`src/rtl/subbytes_serial.sv`:
```
// subbytes_serial: byte-serial AES SubBytes around an external registered
// S-box. A 128-bit state is fed one byte per cycle (byte 0 first) into the
// S-box; results are shifted back into a collect register that becomes the
// output state. One state in flight at a time.
module subbytes_serial #(
  parameter int SBOX_LAT = 1               // S-box register latency, 1..4
) (
  input  logic         clk,
  input  logic         rst,
  input  logic         in_valid,
  output logic         in_ready,
  input  logic [127:0] in_data,
  output logic [7:0]   sbox_in,
  input  logic [7:0]   sbox_out,
  output logic         out_valid,
  input  logic         out_ready,
  output logic [127:0] out_data
);

  typedef enum logic [1:0] {IDLE, FEED, DRAIN, DONE} state_t;

  // DRAIN lasts SBOX_LAT cycles so the last byte fed has come back.
  localparam logic [3:0] DRAIN_LAST = 4'(SBOX_LAT - 1);

  state_t               state, state_nxt;
  logic [3:0]           cnt;
  logic [127:0]         feed;
  logic [127:0]         coll;
  logic [SBOX_LAT:1]    cap_pipe;
  logic                 feeding;
  logic                 cap_en;

  assign feeding   = (state == FEED);
  assign cap_en    = cap_pipe[SBOX_LAT];
  assign in_ready  = (state == IDLE);
  assign out_valid = (state == DONE);
  assign sbox_in   = feeding ? feed[127:120] : 8'h00;
  assign out_data  = coll;

  // State register.
  always_ff @(posedge clk) begin
    if (rst) state <= IDLE;
    else     state <= state_nxt;
  end

  // Next-state logic; in_valid/out_ready only matter in IDLE/DONE.
  always_comb begin
    state_nxt = state;
    case (state)
      IDLE:  if (in_valid)           state_nxt = FEED;
      FEED:  if (cnt == 4'd15)       state_nxt = DRAIN;
      DRAIN: if (cnt == DRAIN_LAST)  state_nxt = DONE;
      DONE:  if (out_ready)          state_nxt = IDLE;
      default:                       state_nxt = IDLE;
    endcase
  end

  // Shared counter: byte index in FEED, wait count in DRAIN; cleared on
  // every state change so each phase starts from zero.
  always_ff @(posedge clk) begin
    if (rst)                                   cnt <= '0;
    else if (state != state_nxt)               cnt <= '0;
    else if (state == FEED || state == DRAIN)  cnt <= cnt + 4'd1;
  end

  // Feed register: load on accept, shift the next byte to the top in FEED.
  always_ff @(posedge clk) begin
    if (rst)                         feed <= '0;
    else if (in_ready && in_valid)   feed <= in_data;
    else if (feeding)                feed <= {feed[119:0], 8'h00};
  end

  // Capture enable: the FEED flag delayed to line up with S-box output.
  // Reset flushes it so an aborted run cannot capture stale bytes.
  generate
    if (SBOX_LAT == 1) begin : g_cap1
      always_ff @(posedge clk) begin
        if (rst) cap_pipe <= '0;
        else     cap_pipe <= feeding;
      end
    end else begin : g_capn
      always_ff @(posedge clk) begin
        if (rst) cap_pipe <= '0;
        else     cap_pipe <= {cap_pipe[SBOX_LAT-1:1], feeding};
      end
    end
  endgenerate

  // Collect register: shift in substituted bytes; byte 0 ends on top.
  always_ff @(posedge clk) begin
    if (rst)         coll <= '0;
    else if (cap_en) coll <= {coll[119:0], sbox_out};
  end

endmodule
```
`config.mk`:
```
export PLATFORM = sky130hd
export DESIGN_NAME = subbytes_serial
export DESIGN_NICKNAME = d
export VERILOG_FILES = /design/src/rtl/subbytes_serial.sv
export SDC_FILE = /design/constraint.sdc
export NUM_CORES = 1
export LEC_CHECK = 0
export BUFFER_PORTS_ARGS = -buffer_cell sky130_fd_sc_hd__buf_2
export CAP_MARGIN = 10
export CORE_MARGIN = 3
export CORE_UTILIZATION = 50
export CTS_CLUSTER_SIZE = 25
export DETAILED_ROUTE_END_ITERATION = 16
export PLACE_DENSITY = 0.76
export SYNTH_ARGS = -nofsm -noshare
export SYNTH_HDL_FRONTEND = slang
export SYNTH_SLANG_ARGS = --single-unit
```
`constraint.sdc`:
```
create_clock -name clk -period 2.07 [get_ports clk]
set_input_delay 0.207 -clock clk [delete_from_list [all_inputs] [get_ports clk]]
set_output_delay 0.207 -clock clk [all_outputs]
set_load 0.01 [all_outputs]
```
=== Word level (Yosys, flattened, before mapping) ===
Index checks and enable logic that the tools add are counted.
Widths: inputs -> output; s select.

* Register bits after elaboration: 263
* Input bits: 140
* Output and inout port bits: 138

* $add $sub $neg: 1
* Equal/unequal tests: 5
* Multiplexer cells: 8
* Reductions and logical operators: 6

{| class="wikitable"
|+ Operators by type and width
! kind !! count
|-
| $mux 128 || 2
|-
| $mux 2 || 4
|-
| $mux 8 || 1
|-
| $pmux 2 s4 || 1
|-
| $add 4x1->4 const B || 1
|-
| $eq 2x2->1 const B || 2
|-
| $eq 4x4->1 const B || 1
|-
| $logic_not 4->1 || 1
|-
| $eq 2x1->1 const B || 1
|-
| $logic_not 2->1 || 1
|-
| $ne 2x2->1 || 1
|-
| $reduce_bool 2->1 || 1
|-
| $reduce_or 2->1 || 1
|-
| $logic_and 1x1->1 || 1
|-
| $logic_or 1x1->1 || 1
|}

=== Depth between registers and ports, before layout ===
* Depth in word-level cells: 5
* Depth in mapped cells: 8

=== Least setup slack after synthesis ===
OpenSTA, ideal clock, no wires.

* Kind: register -> register
* From: reg state[0]
* To: reg feed[10]
* Setup time: 0.138 ns
* Data arrival time: 1.537 ns
* Setup slack: 0.396 ns
* Stages on the path, launching flop included: 8
* Path buffers: 3
* Clock period less this slack: 1.674 ns
* Cells stage by stage: dfxtp_1 inv_1 ha_1 buf_6 nand2_2 buf_2 clkbuf_1 a211oi_1

* Word-level cells in the longest chain between the ends: 3
* Elaborated cells between the ends (all ways): 5

{| class="wikitable"
|+ Ends and longest elaborated chain
! what !! RTL line !! text
|-
| start: declaration || 25 || <nowiki>state_t state, state_nxt;</nowiki>
|-
| start signal: assignment || 43 || <nowiki>else state <= state_nxt;</nowiki>
|-
| $logic_not 2->1 * || 35 || <nowiki>assign in_ready = (state == IDLE);</nowiki>
|-
| net in_ready || 11 || <nowiki>output logic in_ready,</nowiki>
|-
| $logic_and 1x1->1 * || 69 || <nowiki>else if (in_ready && in_valid) feed <= in_data;</nowiki>
|-
| $mux 128 / $reduce_bool 2->1 (equally long branches) || n/a ||
|-
| end signal: assignment || 69 ||
|-
| end signal: assignment || 70 || <nowiki>else if (feeding) feed <= {feed[119:0], 8'h00};</nowiki>
|-
| end: declaration || 27 || <nowiki>logic [127:0] feed;</nowiki>
|}

The timed path passes the listed nets; every way through them passes the cells marked *.
A chain may end at the register's enable or synchronous reset.

=== Worst setup path after layout ===
* From: reg state[1]
* To: reg feed[79]

* Word-level cells in the longest chain between the ends: 3
* Elaborated cells between the ends (all ways): 5

{| class="wikitable"
|+ Ends and longest elaborated chain
! what !! RTL line
|-
| $logic_not 2->1 || 35
|-
| $logic_and 1x1->1 || 69
|-
| $mux 128 / $reduce_bool 2->1 (equally long branches) || n/a
|}

Several ways; a longest one is shown, not always the timed one.

==> flow_metrics.py <==
metrics = {
    "sta": {
        "setup_viol": 0,
        "clock.fmax_mhz": 511,
        "period_needed_ps": 1960,
        "fin_crit_sh_pct": 94.5,
        "slew_headroom_pct": 58.5,
        "finalMaxSlewViolations": 0,
        "hold_viol_final": 0,
        "rsz0062_at_grt": "false",
        "tightest_slew_ps": 622,
        "finClkSkew_ps": 17.4,
        "timing.final.ws_setup_ps": 115,
        "fin_setup_tns_ps": 0,
    },
    "clocking": {
        "cts_tree": "built",
        "cts_buffer_depth": 3,
        "numCtsBuffers": 27,
        "cts_sinks": 263,
        "clk_latency_ps": 530,
        "cts.clk_slew.worst_paths_ps": 70,
        "cts-root-buf": "clkbuf_16",
        "ctsHtreeMaxLevel": 1,
    },
    "routing": {
        "viasPerCell": 5.27,
        "wl_mm": 30.5,
        "ant_nets": 0,
        "first_pass_iters": 5,
        "drc_errors": 0,
        "initialDrtViolationCount": 547,
        "vias": 9078,
        "wl_per_cell_um": 17.7,
    },
    "outcome": {
        "status": "complete, no violations",
    },
    "floorplanning": {
        "start_util_pct": 51.8,
        "dieArea_um2": 23100,
        "design.core.area_um2": 20600,
        "io_pins": 278,
        "die_h_um": 152,
        "dieWidth_um": 152,
        "rows": 52,
    },
    "critical_path": {
        "end_kind": "flop",
        "reg2reg_depth": 6,
        "reg2reg_slack_ps": 110,
        "crit_chain": "inv_1, ha_1, nand2_8, buf_12, nor2_1, a211oi_1",
        "startpoint_type": "flop",
        "crit_cells": 6,
        "path_class": "reg -> reg",
        "reg2reg_from": "state[1]$_SDFF_PP0_",
        "required_ps": 2480,
        "rr_endpoint": "feed[79]$_SDFFE_PP0P_",
        "slowest_delay_ps": 390,
        "cp.arrival_ps": 2370,
        "worstPathMaxFanout": 39,
        "crit_family": "simple AND/OR/NAND/NOR gates",
        "critPathBufInv": 2,
        "crit_slowest_cell": "dfxtp_2",
    },
    "synthesis": {
        "synth_top_family_by_area": "multiplexers",
        "synthXorXnorAreaFrac_pct": 0.247,
        "synth.mux.area_fraction_pct": 23.4,
        "netlist_area_um2": 10600,
        "synth_cell_types": 28,
        "synth_compound_area_share_pct": 9.44,
        "synth_fp_nets": 1193,
        "synth_seq_area_share_pct": 49.4,
        "synth_fa_ha_area_share_pct": 0.705,
        "syn-instance-count": 1047,
        "avgSynthCellArea_um2": 10.2,
        "synthSimpleGateAreaFrac_pct": 10.9,
        "ys_warn_count": 0,
        "ys_seq_elements": 263,
    },
    "hold_path": {
        "whs_path_depth": 3,
        "whs_endpoint": "feed[51]$_SDFFE_PP0P_",
        "hold_class": "in -> reg",
        "min_from": "in_data[51]",
    },
    "final_layout": {
        "area_growth_pct": 35.8,
        "nets": 1572,
        "final_common_cell": "buf_2",
        "fillCellCount": 1516,
        "multi_input_area_um2": 4790,
        "layout_common_cells": "buf_2 (276), dfxtp_1 (261), nor2_1 (253)",
        "final_layout_size_suffix_gt1_share_pct": 24.6,
        "register_area_um2": 5270,
    },
    "global_routing": {
        "grt-ovfl-total": 0,
        "grt_pass1_wl_mm": 48.7,
        "grt_pass1_vias": 9045,
        "grt_max_degree": 91,
        "grt.total_usage_pct": 25.2,
        "antenna_found_initial": 3,
    },
    "job": {
        "max-cap-violations": 0,
    },
    "power": {
        "power.density_nw_per_um2": 847,
        "worst_ir_drop_vdd_v": 0.000713,
        "power.leakage_nw": 6.16,
    },
    "placed_design": {
        "dp_slack_ps": 182,
        "dpl.hpwl_mm": 18.3,
        "port_buffers": 277,
        "gp_congestion": 0.851,
    },
}
==> sequential cells by signal (all words and copies together), names as in the netlist <==
register,flops
cap_en,1
out_data,128
state,2
feed,128
cnt,4
==> power breakdown <==
group / internal (mW) / switching, mW
clock: 3.03 / 2.03
combinational: 0.832 / 0.831
sequential: 5.34 / 0.182
total: 9.20 / 3.04
==> cells in the mapped netlist <==
library cell / number / area [um^2]
a211oi_1: 122 / 916
a21oi_1: 11 / 55.1
a311oi_1: 1 / 8.76
and2_1: 9 / 56.3
and3_1: 1 / 6.26
buf_1: 3 / 11.3
buf_12: 12 / 240
buf_2: 34 / 170
buf_4: 4 / 30.0
buf_6: 2 / 22.5
clkbuf_1: 33 / 124
dfxtp_1: 263 / 5270
ha_1: 6 / 75.1
inv_1: 6 / 22.5
mux2i_1: 249 / 2490
nand2_1: 10 / 37.5
nand2_2: 1 / 6.26
nand2b_1: 1 / 6.26
nand3_1: 11 / 55.1
nand4_1: 3 / 18.8
nor2_1: 253 / 950
nor3_1: 4 / 20.0
nor3b_1: 1 / 7.51
o211ai_1: 1 / 7.51
o21a_1: 1 / 7.51
o21ai_1: 2 / 10.0
xnor2_1: 1 / 8.76
xor2_1: 2 / 17.5
==> stage by stage <==
step                      hold slack [ps]  cell area (um^2)  utilization [%]  total power [mW]  std cells
after global placement                448             12200             59.1              6.99       1531
after global routing                 8.79             14500             70.3              12.7       1720
after detailed placement              453             12200             59.1              7.01       1531
after CTS                            1.77             14400             70.1              12.3       1713
final                                17.8             14500             70.3              12.2       1721
after floorplan                       343             10600                -              6.67       1047
==> worst max-delay path by stage <==
stage	startpoint	endpoint	slack (ps)
after floorplan	state[0]$_SDFF_PP0_	feed[10]$_SDFFE_PP0P_	400
after global placement	state[1]$_SDFF_PP0_	feed[84]$_SDFFE_PP0P_	310
after detailed placement	state[1]$_SDFF_PP0_	feed[84]$_SDFFE_PP0P_	180
after CTS	state[1]$_SDFF_PP0_	sbox_in[4]	30
after global routing	state[1]$_SDFF_PP0_	feed[85]$_SDFFE_PP0P_	40
final	state[1]$_SDFF_PP0_	feed[79]$_SDFFE_PP0P_	110
==> cell families (layout without fill, tap and decap cells) <==
kind of cell / after synthesis / after routing
adder cells (fa/ha/maj): 6 / 6
flip-flops: 263 / 263
buffers and inverters: 94 / 493
other: 0 / 5
AND/OR/NAND/NOR: 294 / 294
AO/OA/AOI/OAI: 138 / 138
multiplexers: 249 / 249
XOR/XNOR: 3 / 3
==> per-layer routing <==
metal	vias to the layer above	GRT usage [%]	wire, um
met5	-	0	0
met4	0	8.86	1080
met3	81	4.41	1600
met2	341	43.2	15000
met1	4206	32.1	12800
li1	4450	-	-
==> what timing repair did <==
action                                 CTS  global route
hold buffers                           132             0
gates cloned                             0             0
buffers inserted                         1             3
endpoints found under the hold margin  132             0
resized for setup                        0             1
setup endpoints to repair                3            19
==> area by class of cell <==
class,count,area share (%)
Antenna cell,5,0.0865
Timing Repair Buffer,438,21.4
Multi-Input combinational cell,690,33.1
Tap cell,270,2.34
Clock inverter,12,1.07
Clock buffer,37,5.42
Inverter,6,0.156
Sequential cell,263,36.5
==> worst register-to-register path, stage by stage, from the launching register on <==
cell and delay [ps]:
dfxtp_2 390, inv_1 100, ha_1 350, nand2_8 310, buf_12 270, nor2_1 110, a211oi_1 320
Note: power is estimated with default switching activity, not from simulation.
